==> src/rtl/cdb_broadcaster_if.sv <==
// Source-side completion handshake plus CDB broadcast / RS release outputs.
// The DUT connects through the slave modport; producers and observers use master.
interface cdb_broadcaster_if #(
    parameter int NUM_SRC  = 4,
    parameter int PREG_W   = 6,
    parameter int RS_IDX_W = 3
);
    // Handshake: a transfer on source i happens at a rising clock edge where
    // src_valid[i] && src_ready[i]. src_ready[i] depends only on FIFO i's
    // occupancy, never on src_valid. A source holds src_valid, src_tag and
    // src_rs_idx stable until the transfer occurs. cdb_en / remove_en are
    // single-cycle pulses with no backpressure.
    logic [NUM_SRC-1:0]          src_valid;
    logic [NUM_SRC*PREG_W-1:0]   src_tag;
    logic [NUM_SRC*RS_IDX_W-1:0] src_rs_idx;
    logic [NUM_SRC-1:0]          src_ready;

    logic                        cdb_en;
    logic [PREG_W-1:0]           cdb_tag;
    logic                        remove_en;
    logic [RS_IDX_W-1:0]         remove_idx;

    modport master (
        output src_valid, src_tag, src_rs_idx,
        input  src_ready, cdb_en, cdb_tag, remove_en, remove_idx
    );

    modport slave (
        input  src_valid, src_tag, src_rs_idx,
        output src_ready, cdb_en, cdb_tag, remove_en, remove_idx
    );
endinterface

==> src/rtl/cdb_broadcaster.sv <==
// Per-source completion FIFOs feeding a round-robin arbiter that drives one CDB
// broadcast and one RS-entry release per cycle. Optional macro: CDB_BYPASS_EN.
module cdb_broadcaster #(
    parameter int NUM_SRC  = 4,
    parameter int DEPTH    = 2,
    parameter int PREG_W   = 6,
    parameter int RS_IDX_W = 3
) (
    input  logic                clock,
    input  logic                reset,
    input  logic                interrupt,
    cdb_broadcaster_if.slave    bus
);

    localparam int PTR_W = (DEPTH > 1) ? $clog2(DEPTH) : 1;
    localparam int CNT_W = PTR_W + 1;
    localparam int RR_W  = (NUM_SRC > 1) ? $clog2(NUM_SRC) : 1;

    // FIFO storage and bookkeeping
    logic [PREG_W-1:0]   tag_mem [NUM_SRC][DEPTH];
    logic [RS_IDX_W-1:0] idx_mem [NUM_SRC][DEPTH];
    logic [PTR_W-1:0]    rd_ptr  [NUM_SRC];
    logic [PTR_W-1:0]    wr_ptr  [NUM_SRC];
    logic [CNT_W-1:0]    count   [NUM_SRC];
    logic [RR_W-1:0]     rr_ptr;

    // Unpacked request fields
    logic [PREG_W-1:0]   in_tag  [NUM_SRC];
    logic [RS_IDX_W-1:0] in_idx  [NUM_SRC];

    logic [NUM_SRC-1:0]  ready;
    logic [NUM_SRC-1:0]  non_empty;
    logic [NUM_SRC-1:0]  accept;
    logic [NUM_SRC-1:0]  req;
    logic [NUM_SRC-1:0]  push;
    logic [NUM_SRC-1:0]  pop;

    logic                grant_any;
    logic                grant_fire;
    logic [NUM_SRC-1:0]  grant_oh;
    logic [RR_W-1:0]     grant_src;
    logic [RR_W-1:0]     next_rr;
    logic                grant_bypass;
    logic [PREG_W-1:0]   grant_tag;
    logic [RS_IDX_W-1:0] grant_idx;

    // Output register
    logic                cdb_en_q;
    logic [PREG_W-1:0]   cdb_tag_q;
    logic                remove_en_q;
    logic [RS_IDX_W-1:0] remove_idx_q;

    always_comb begin
        for (int i = 0; i < NUM_SRC; i++) begin
            in_tag[i] = bus.src_tag[i*PREG_W +: PREG_W];
            in_idx[i] = bus.src_rs_idx[i*RS_IDX_W +: RS_IDX_W];
        end
    end

    // Ready comes from occupancy alone; a same-cycle pop never opens a full FIFO.
    always_comb begin
        for (int i = 0; i < NUM_SRC; i++) begin
            ready[i]     = (count[i] != CNT_W'(DEPTH));
            non_empty[i] = (count[i] != '0);
            accept[i]    = bus.src_valid[i] & ready[i] & ~interrupt;
`ifdef CDB_BYPASS_EN
            req[i]       = non_empty[i] | accept[i];
`else
            req[i]       = non_empty[i];
`endif
        end
    end

    assign bus.src_ready = ready;

    // Round-robin search starting at rr_ptr
    always_comb begin
        int s;
        s         = 0;
        grant_any = 1'b0;
        grant_oh  = '0;
        grant_src = '0;
        for (int k = 0; k < NUM_SRC; k++) begin
            s = int'(rr_ptr) + k;
            if (s >= NUM_SRC) begin
                s = s - NUM_SRC;
            end
            if (!grant_any && req[s]) begin
                grant_any   = 1'b1;
                grant_oh[s] = 1'b1;
                grant_src   = RR_W'(s);
            end
        end
    end

    assign grant_fire = grant_any & ~interrupt;
    assign next_rr    = (grant_src == RR_W'(NUM_SRC - 1)) ? '0 : grant_src + 1'b1;

    // Granted payload: FIFO head, or the live request when bypassing an empty FIFO
    always_comb begin
        grant_bypass = 1'b0;
        grant_tag    = tag_mem[grant_src][rd_ptr[grant_src]];
        grant_idx    = idx_mem[grant_src][rd_ptr[grant_src]];
`ifdef CDB_BYPASS_EN
        if (!non_empty[grant_src]) begin
            grant_bypass = 1'b1;
            grant_tag    = in_tag[grant_src];
            grant_idx    = in_idx[grant_src];
        end
`endif
    end

    always_comb begin
        for (int i = 0; i < NUM_SRC; i++) begin
            pop[i]  = grant_fire & grant_oh[i] & non_empty[i];
            push[i] = accept[i] & ~(grant_fire & grant_oh[i] & grant_bypass);
        end
    end

    // FIFO pointers, counts and arbiter pointer; interrupt flushes like reset
    always_ff @(posedge clock or negedge reset) begin
        if (!reset) begin
            for (int i = 0; i < NUM_SRC; i++) begin
                rd_ptr[i] <= '0;
                wr_ptr[i] <= '0;
                count[i]  <= '0;
            end
            rr_ptr <= '0;
        end else if (interrupt) begin
            for (int i = 0; i < NUM_SRC; i++) begin
                rd_ptr[i] <= '0;
                wr_ptr[i] <= '0;
                count[i]  <= '0;
            end
            rr_ptr <= '0;
        end else begin
            for (int i = 0; i < NUM_SRC; i++) begin
                if (push[i]) begin
                    wr_ptr[i] <= wr_ptr[i] + 1'b1;
                end
                if (pop[i]) begin
                    rd_ptr[i] <= rd_ptr[i] + 1'b1;
                end
                if (push[i] && !pop[i]) begin
                    count[i] <= count[i] + 1'b1;
                end else if (pop[i] && !push[i]) begin
                    count[i] <= count[i] - 1'b1;
                end
            end
            if (grant_fire) begin
                rr_ptr <= next_rr;
            end
        end
    end

    // Payload storage carries no reset; only count decides what is valid
    always_ff @(posedge clock) begin
        for (int i = 0; i < NUM_SRC; i++) begin
            if (push[i]) begin
                tag_mem[i][wr_ptr[i]] <= in_tag[i];
                idx_mem[i][wr_ptr[i]] <= in_idx[i];
            end
        end
    end

    // Tag 0 is an x0 destination: release the RS slot but never wake comparators
    always_ff @(posedge clock or negedge reset) begin
        if (!reset) begin
            cdb_en_q     <= 1'b0;
            cdb_tag_q    <= '0;
            remove_en_q  <= 1'b0;
            remove_idx_q <= '0;
        end else if (grant_fire) begin
            remove_en_q  <= 1'b1;
            remove_idx_q <= grant_idx;
            cdb_en_q     <= (grant_tag != '0);
            if (grant_tag != '0) begin
                cdb_tag_q <= grant_tag;
            end
        end else begin
            cdb_en_q    <= 1'b0;
            remove_en_q <= 1'b0;
        end
    end

    assign bus.cdb_en     = cdb_en_q;
    assign bus.cdb_tag    = cdb_tag_q;
    assign bus.remove_en  = remove_en_q;
    assign bus.remove_idx = remove_idx_q;

endmodule
==> src/flat_wrapper.sv <==
// flat-port wrapper written by rule: the top's interface ports become plain ports
module cdb_broadcaster_flat 
#(
    parameter int NUM_SRC  = 4,
    parameter int DEPTH    = 2,
    parameter int PREG_W   = 6,
    parameter int RS_IDX_W = 3
)
  (clock, reset, interrupt, bus_src_valid, bus_src_tag, bus_src_rs_idx, bus_src_ready, bus_cdb_en, bus_cdb_tag, bus_remove_en, bus_remove_idx);
  cdb_broadcaster_if #(.NUM_SRC(NUM_SRC), .PREG_W(PREG_W), .RS_IDX_W(RS_IDX_W)) bus_i ();
  input  logic clock;
  input  logic reset;
  input  logic interrupt;
  input wire logic [$bits(bus_i.src_valid)-1:0] bus_src_valid;
  input wire logic [$bits(bus_i.src_tag)-1:0] bus_src_tag;
  input wire logic [$bits(bus_i.src_rs_idx)-1:0] bus_src_rs_idx;
  output wire logic [$bits(bus_i.src_ready)-1:0] bus_src_ready;
  output wire logic [$bits(bus_i.cdb_en)-1:0] bus_cdb_en;
  output wire logic [$bits(bus_i.cdb_tag)-1:0] bus_cdb_tag;
  output wire logic [$bits(bus_i.remove_en)-1:0] bus_remove_en;
  output wire logic [$bits(bus_i.remove_idx)-1:0] bus_remove_idx;
  assign bus_i.src_valid = bus_src_valid;
  assign bus_i.src_tag = bus_src_tag;
  assign bus_i.src_rs_idx = bus_src_rs_idx;
  assign bus_src_ready = bus_i.src_ready;
  assign bus_cdb_en = bus_i.cdb_en;
  assign bus_cdb_tag = bus_i.cdb_tag;
  assign bus_remove_en = bus_i.remove_en;
  assign bus_remove_idx = bus_i.remove_idx;
  cdb_broadcaster #(.NUM_SRC(NUM_SRC), .DEPTH(DEPTH), .PREG_W(PREG_W), .RS_IDX_W(RS_IDX_W)) u_core (.clock(clock), .reset(reset), .interrupt(interrupt), .bus(bus_i));
endmodule
==> config.mk <==
export PLATFORM = sky130hd
export DESIGN_NAME = cdb_broadcaster_flat
export DESIGN_NICKNAME = d
export VERILOG_FILES = /design/src/rtl/cdb_broadcaster_if.sv /design/src/rtl/cdb_broadcaster.sv /design/src/flat_wrapper.sv
export SDC_FILE = /design/constraint.sdc
export NUM_CORES = 1
export LEC_CHECK = 0
export CORE_MARGIN = 2
export CORE_UTILIZATION = 50
export DETAILED_ROUTE_END_ITERATION = 8
export PLACE_DENSITY = 0.72
export SLEW_MARGIN = 20
export SYNTH_ARGS = -nofsm -noshare
export SYNTH_HDL_FRONTEND = slang
export SYNTH_SLANG_ARGS = --single-unit
==> constraint.sdc <==
create_clock -name clock -period 5.65 [get_ports clock]
set_clock_uncertainty 0.1 [all_clocks]
set_input_delay 1.13 -clock clock [delete_from_list [all_inputs] [get_ports clock]]
set_output_delay 1.13 -clock clock [all_outputs]
set_load 0.05 [all_outputs]
# == Word-level counts from Yosys, hierarchy flattened ==
# Memory sizes are Yosys's and may differ from the RTL's.
# Cells that the tools add are included.
# totals
reg_bits,29
ramBits,72
wordCells,243
n_memories,2
# classes
addsub,24
magnitude_cmp,22
eq_ne,5
mux,97
n_bitwise,27
reduce_logical,49
# mem_list
memory,words,word_bits,read_ports,rd_ports_with_merged_regs,write_ports,line_no,source
u_core.tag_mem,4,12,1,0,4,cdb_broadcaster.sv:20,logic [PREG_W-1:0] tag_mem [NUM_SRC][DEPTH];
u_core.idx_mem,4,6,1,0,4,cdb_broadcaster.sv:21,logic [RS_IDX_W-1:0] idx_mem [NUM_SRC][DEPTH];
# ops
cell,n
32-bit by 1-bit >= comparator with 1-bit output (second input constant),4
32-bit by 4-bit < comparator with 1-bit output (second input constant),4
32-bit 2-to-1 mux,4
32-bit by 4-bit >= comparator with 1-bit output (second input constant),3
32-bit by 4-bit subtractor with 32-bit output (second input constant),3
6-bit 2-to-1 mux,11
12-bit 2-to-1 mux,4
1-bit 2-to-1 mux,32
2-bit 2-to-1 mux,15
2-bit nonzero test,13
6-bit demux with 1-bit select,4
4-bit 2-to-1 mux,6
3-bit 2-to-1 mux,7
1-bit logical AND,19
1-bit AND,17
3-bit demux with 1-bit select,4
4-bit bitwise OR,3
3-bit nonzero test,4
1-bit logical NOT,11
2-bit by 1-bit adder with 2-bit output (second input constant),5
1-bit binary-select mux with 2-bit select,5
2-bit >= comparator (second input constant),5
1-bit NOT with 2-bit output,5
1-bit adder (second input constant),8
other kinds (15),28

# == Depth between registers and ports, before layout ==
# depth
depth_word,25
ltp_mapped,18

# == Worst setup path before layout ==
# No wires, ideal clock.
# synth_path
path_type,reg-to-reg
start,register u_core.rr_ptr[0]
end,"register u_core.cdb_tag_q[1], in the netlist u_core.bus.cdb_tag[1]"
setup_time_ps,125
arrival_time_ps,3902
setup_slack_ps,1522
stages_incl_launch_ff,17
path_buffers,4
synth_period_minus_slack_ps,4128
cell_sequence,dfrtp_1 -> buf_2 -> clkbuf_1 -> inv_1 -> ha_1 -> buf_2 -> nor4b_1 -> or4_4 -> and3_1 -> buf_6 -> o32a_1 -> a311o_1 -> nand4_4 -> nor4b_2 -> nor3_2 -> a21oi_4 -> mux2_4
# synth_between
elab_chain_cells,25
elab_cells_between_ends,53
# synth_rtl
element,line_no,source
start: declaration,cdb_broadcaster.sv:25,logic [RR_W-1:0] rr_ptr;
start signal: assignment,cdb_broadcaster.sv:151,rr_ptr <= next_rr;
branches (longest 25 deep; another with 32-bit by 4-bit subtractor with 32-bit output),n/a,
end signal: assignment,cdb_broadcaster.sv:178,cdb_tag_q <= grant_tag;
end: declaration,cdb_broadcaster.sv:49,logic [PREG_W-1:0] cdb_tag_q;
# Parallel ways; which one is timed is not known. The select of a mux whose other input is x is not followed.
# A chain may end at the register's enable or synchronous reset.

# == Worst setup path in the final report ==
# Same ends and word-level chain as after synthesis.

==> run summary <==
fin crit share = 0.7927
worst-skew pair later-pin latency = 370 ps
ant diodes = 0
routability cong. = 0.8749
drt total wl = 11870 um
Crit path top cell by count = buf_4
die area = 11090 um2
H-tree depth = 3
Hold Startpoint = u_core.bus.remove_idx[0]$_DFFE_PN0N_
TritonCTS Buffers = 9
die height = 105.3 um
Max clock buf depth = 2
worst r2r dst = u_core.bus.cdb_tag[1]$_DFFE_PN0P_
row count = 36
hold bufs inserted after CTS = 0
CP Class = reg -> reg
I/O pins = 58
RSZ-0062 raised after global routing = false
Reg clk slew, reported paths = 100 ps
pin count of the biggest net entering global routing = 35
Post-Syn Area = 5132 um2
Synth top area share = 0.4213
Worst Max-Slew Pin Slew = 954.8 ps
Req. time, crit path = 5820 ps
clk root buf = clkbuf_8
post-synthesis async set-or-reset flop share = 0.2871
compound-gate portion of the synthesized area = 0.1287
net count after synthesis = 520
post-cts resize count = 0
Synth top cells by count = 74 x nand2_1, 72 x edfxtp_1, 31 x nor2_1
Post-Synth Adder-Cell Area = 0.01950
Vias = 3839
max cap viols = 0
CP max stage delay = 550 ps
number of distinct library cells after synthesis = 64
Worst path depth = 14
maximum clock rate = 0.2233 GHz
Hold Crit Depth = 2
top cells by area, synth = edfxtp_1 42%, dfrtp_1 14%, nand2_1 5.4%
DRC = 0
most common cell in the netlist = nand2_1
P&R area growth vs syn = 17.38%
1st-pass router iterations = 6
Seq/Total Area, Yosys = 0.5627
first-pass GRT wire length = 18860 um
arrival time at the worst endpoint = 4640 ps
Warnings, synthesis = 0
Tmin final = 4479 ps
post-synthesis xor/xnor area fraction = 0.03413
core box area = 9864 um2
post-CTS setup buffers = 0
GRT overflow = 0
Die W = 105.3 um
remaining antenna violation count = 0
crit path max fanout = 34
R2R setup slack = 1170 ps
GRT Overall Usage = 0.2201
CP Cell Sequence = buf_4 > inv_1 > ha_1 > nor4_1 > and2_1 > o2bb2ai_1 > or3_1 > o21ai_2 > buf_4 > nor3_1 > a21o_1 > o32ai_2 > a21oi_4 > mux2_4
delay-heaviest family, CP = compound AO/OA/AOI/OAI gates
# port buffers = 57
status = finished clean
Synth area leader = edfxtp_1
CP bufs+invs = 3
Cells after Synth = 469
drt wl/cell = 17.98 um
Slew Limit Fails = 0
startpoint types = flip-flop
Final Hold Vio Count = 0
clk sink count = 101
multiplexer share of the synthesized area = 0.03120
# nets final = 573
Worst Reg-to-Reg Cells = 14
hold worst-path end = u_core.bus.remove_idx[0]$_DFFE_PN0N_
TNS Setup = 0 ps
worst reg2reg path startpoint = u_core.rr_ptr[0]$_DFFE_PN0P_
dominant synthesized flop cell = edfxtp_1
largest family of logic cells by synthesized area = simple AND/OR/NAND/NOR gates
Hold Crit Class = reg -> reg
Initial Util = 0.5203
EDFF count, synth = 72
simple-gate share of the synthesized area = 0.1882
Vias/cell = 5.817
share of cells above drive strength 1 = 0.09867
CTS tree = yes
flops & latches, synth = 101
DRT iter0 DRCs = 270
worst-path cell with the longest stage delay = o21ai_2
initial antenna violation count = 0
Setup violations, final = 0
HPWL reported at the end of detailed placement = 8573 um
slew margin rel. = 0.3596
Avg Inst Size Synth = 10.94 um2
vias in the first global route = 3625
Critical Path End Type = flip-flop
## sequential cells by signal, indices dropped and copies added, names as in the netlist
| signal | flops |
|---|---|
| u_core.wr_ptr | 4 |
| u_core.count | 8 |
| u_core.rr_ptr | 2 |
| u_core.bus.remove_idx | 3 |
| u_core.bus.cdb_tag | 6 |
| u_core.rd_ptr | 4 |
| u_core.idx_mem | 24 |
| u_core.bus.remove_en | 1 |
| u_core.tag_mem | 48 |
| u_core.bus.cdb_en | 1 |
## cell usage in the layout, fill, tap and decap left out, types with 5 or more instances in the layout
cell,n
clkbuf_8,9
buf_4,15
inv_1,10
nor4_1,6
nor2_1,31
mux2i_1,10
nand2b_1,5
nand2_1,74
ha_1,8
nor2b_1,7
clkdlybuf4s50_1,57
xnor2_1,16
o211ai_1,8
o22ai_1,5
nor3_1,20
a21oi_1,18
a211oi_1,16
nand3_1,18
dfrtp_1,29
o21ai_0,11
edfxtp_1,72
## worst max-delay path by stage
stage / from / slack (ps) / to
after floorplan: u_core.rr_ptr[0]$_DFFE_PN0P_ / 1520 / u_core.bus.cdb_tag[1]$_DFFE_PN0P_
after detailed placement: u_core.rr_ptr[0]$_DFFE_PN0P_ / 1230 / u_core.bus.cdb_tag[1]$_DFFE_PN0P_
after CTS: u_core.rr_ptr[0]$_DFFE_PN0P_ / 1210 / u_core.bus.cdb_tag[1]$_DFFE_PN0P_
final: u_core.rr_ptr[0]$_DFFE_PN0P_ / 1170 / u_core.bus.cdb_tag[1]$_DFFE_PN0P_
after global placement: u_core.rr_ptr[0]$_DFFE_PN0P_ / 1350 / u_core.bus.cdb_tag[1]$_DFFE_PN0P_
after global routing: u_core.rr_ptr[0]$_DFFE_PN0P_ / 830 / u_core.bus.cdb_tag[1]$_DFFE_PN0P_
## layer usage
layer / GRT usage / share of wire / vias to the layer above
met3: 0.05504 / 0.064 / 18
li1: - / - / 1830
met4: 0.06571 / 0.019 / 0
met1: 0.3119 / 0.46 / 1864
met2: 0.3359 / 0.46 / 127
met5: 0 / 0 / -
## stage by stage
| step | setup WS (ps) | util | hold slack (ps) | instance area (um2) | instances |
|---|---|---|---|---|---|
| floorplan | 1522 | - | 419.3 | 5132 | 469 |
| global placement | 1346 | 0.5926 | 364.5 | 5846 | 644 |
| detailed placement | 1228 | 0.5926 | 380.6 | 5846 | 644 |
| CTS | 1212 | 0.6107 | 403.9 | 6025 | 660 |
| global route | 825.4 | 0.6107 | 425.7 | 6025 | 660 |
| finish | 1171 | 0.6107 | 391.2 | 6025 | 660 |
## cells by family (layout without fill, tap and decap cells)
group | after synthesis | after routing
AND/OR/NAND/NOR | 194 | 194
XOR/XNOR | 20 | 20
AO/OA/AOI/OAI | 92 | 92
flip-flops | 101 | 101
adder cells (fa/ha/maj) | 8 | 8
multiplexers | 14 | 14
buffers and inverters | 40 | 98
## worst min-delay path, cell delays in order (launching register included)
cell and delay [ps]:
dfrtp_1 360, nand2_1 40, o21ai_0 60
## area by class of cell
type,count,area (um2)
multi-input cells,328,2071
clock inverters,7,55.05
fillers,839,3840
repair buffers,72,683.2
clock buffers,9,123.9
flip-flops and latches,101,2888
inverters,10,37.54
well taps,133,166.4
Power is not shown: default switching activity piles up to over one toggle a cycle in this logic, so the estimate is an artifact.
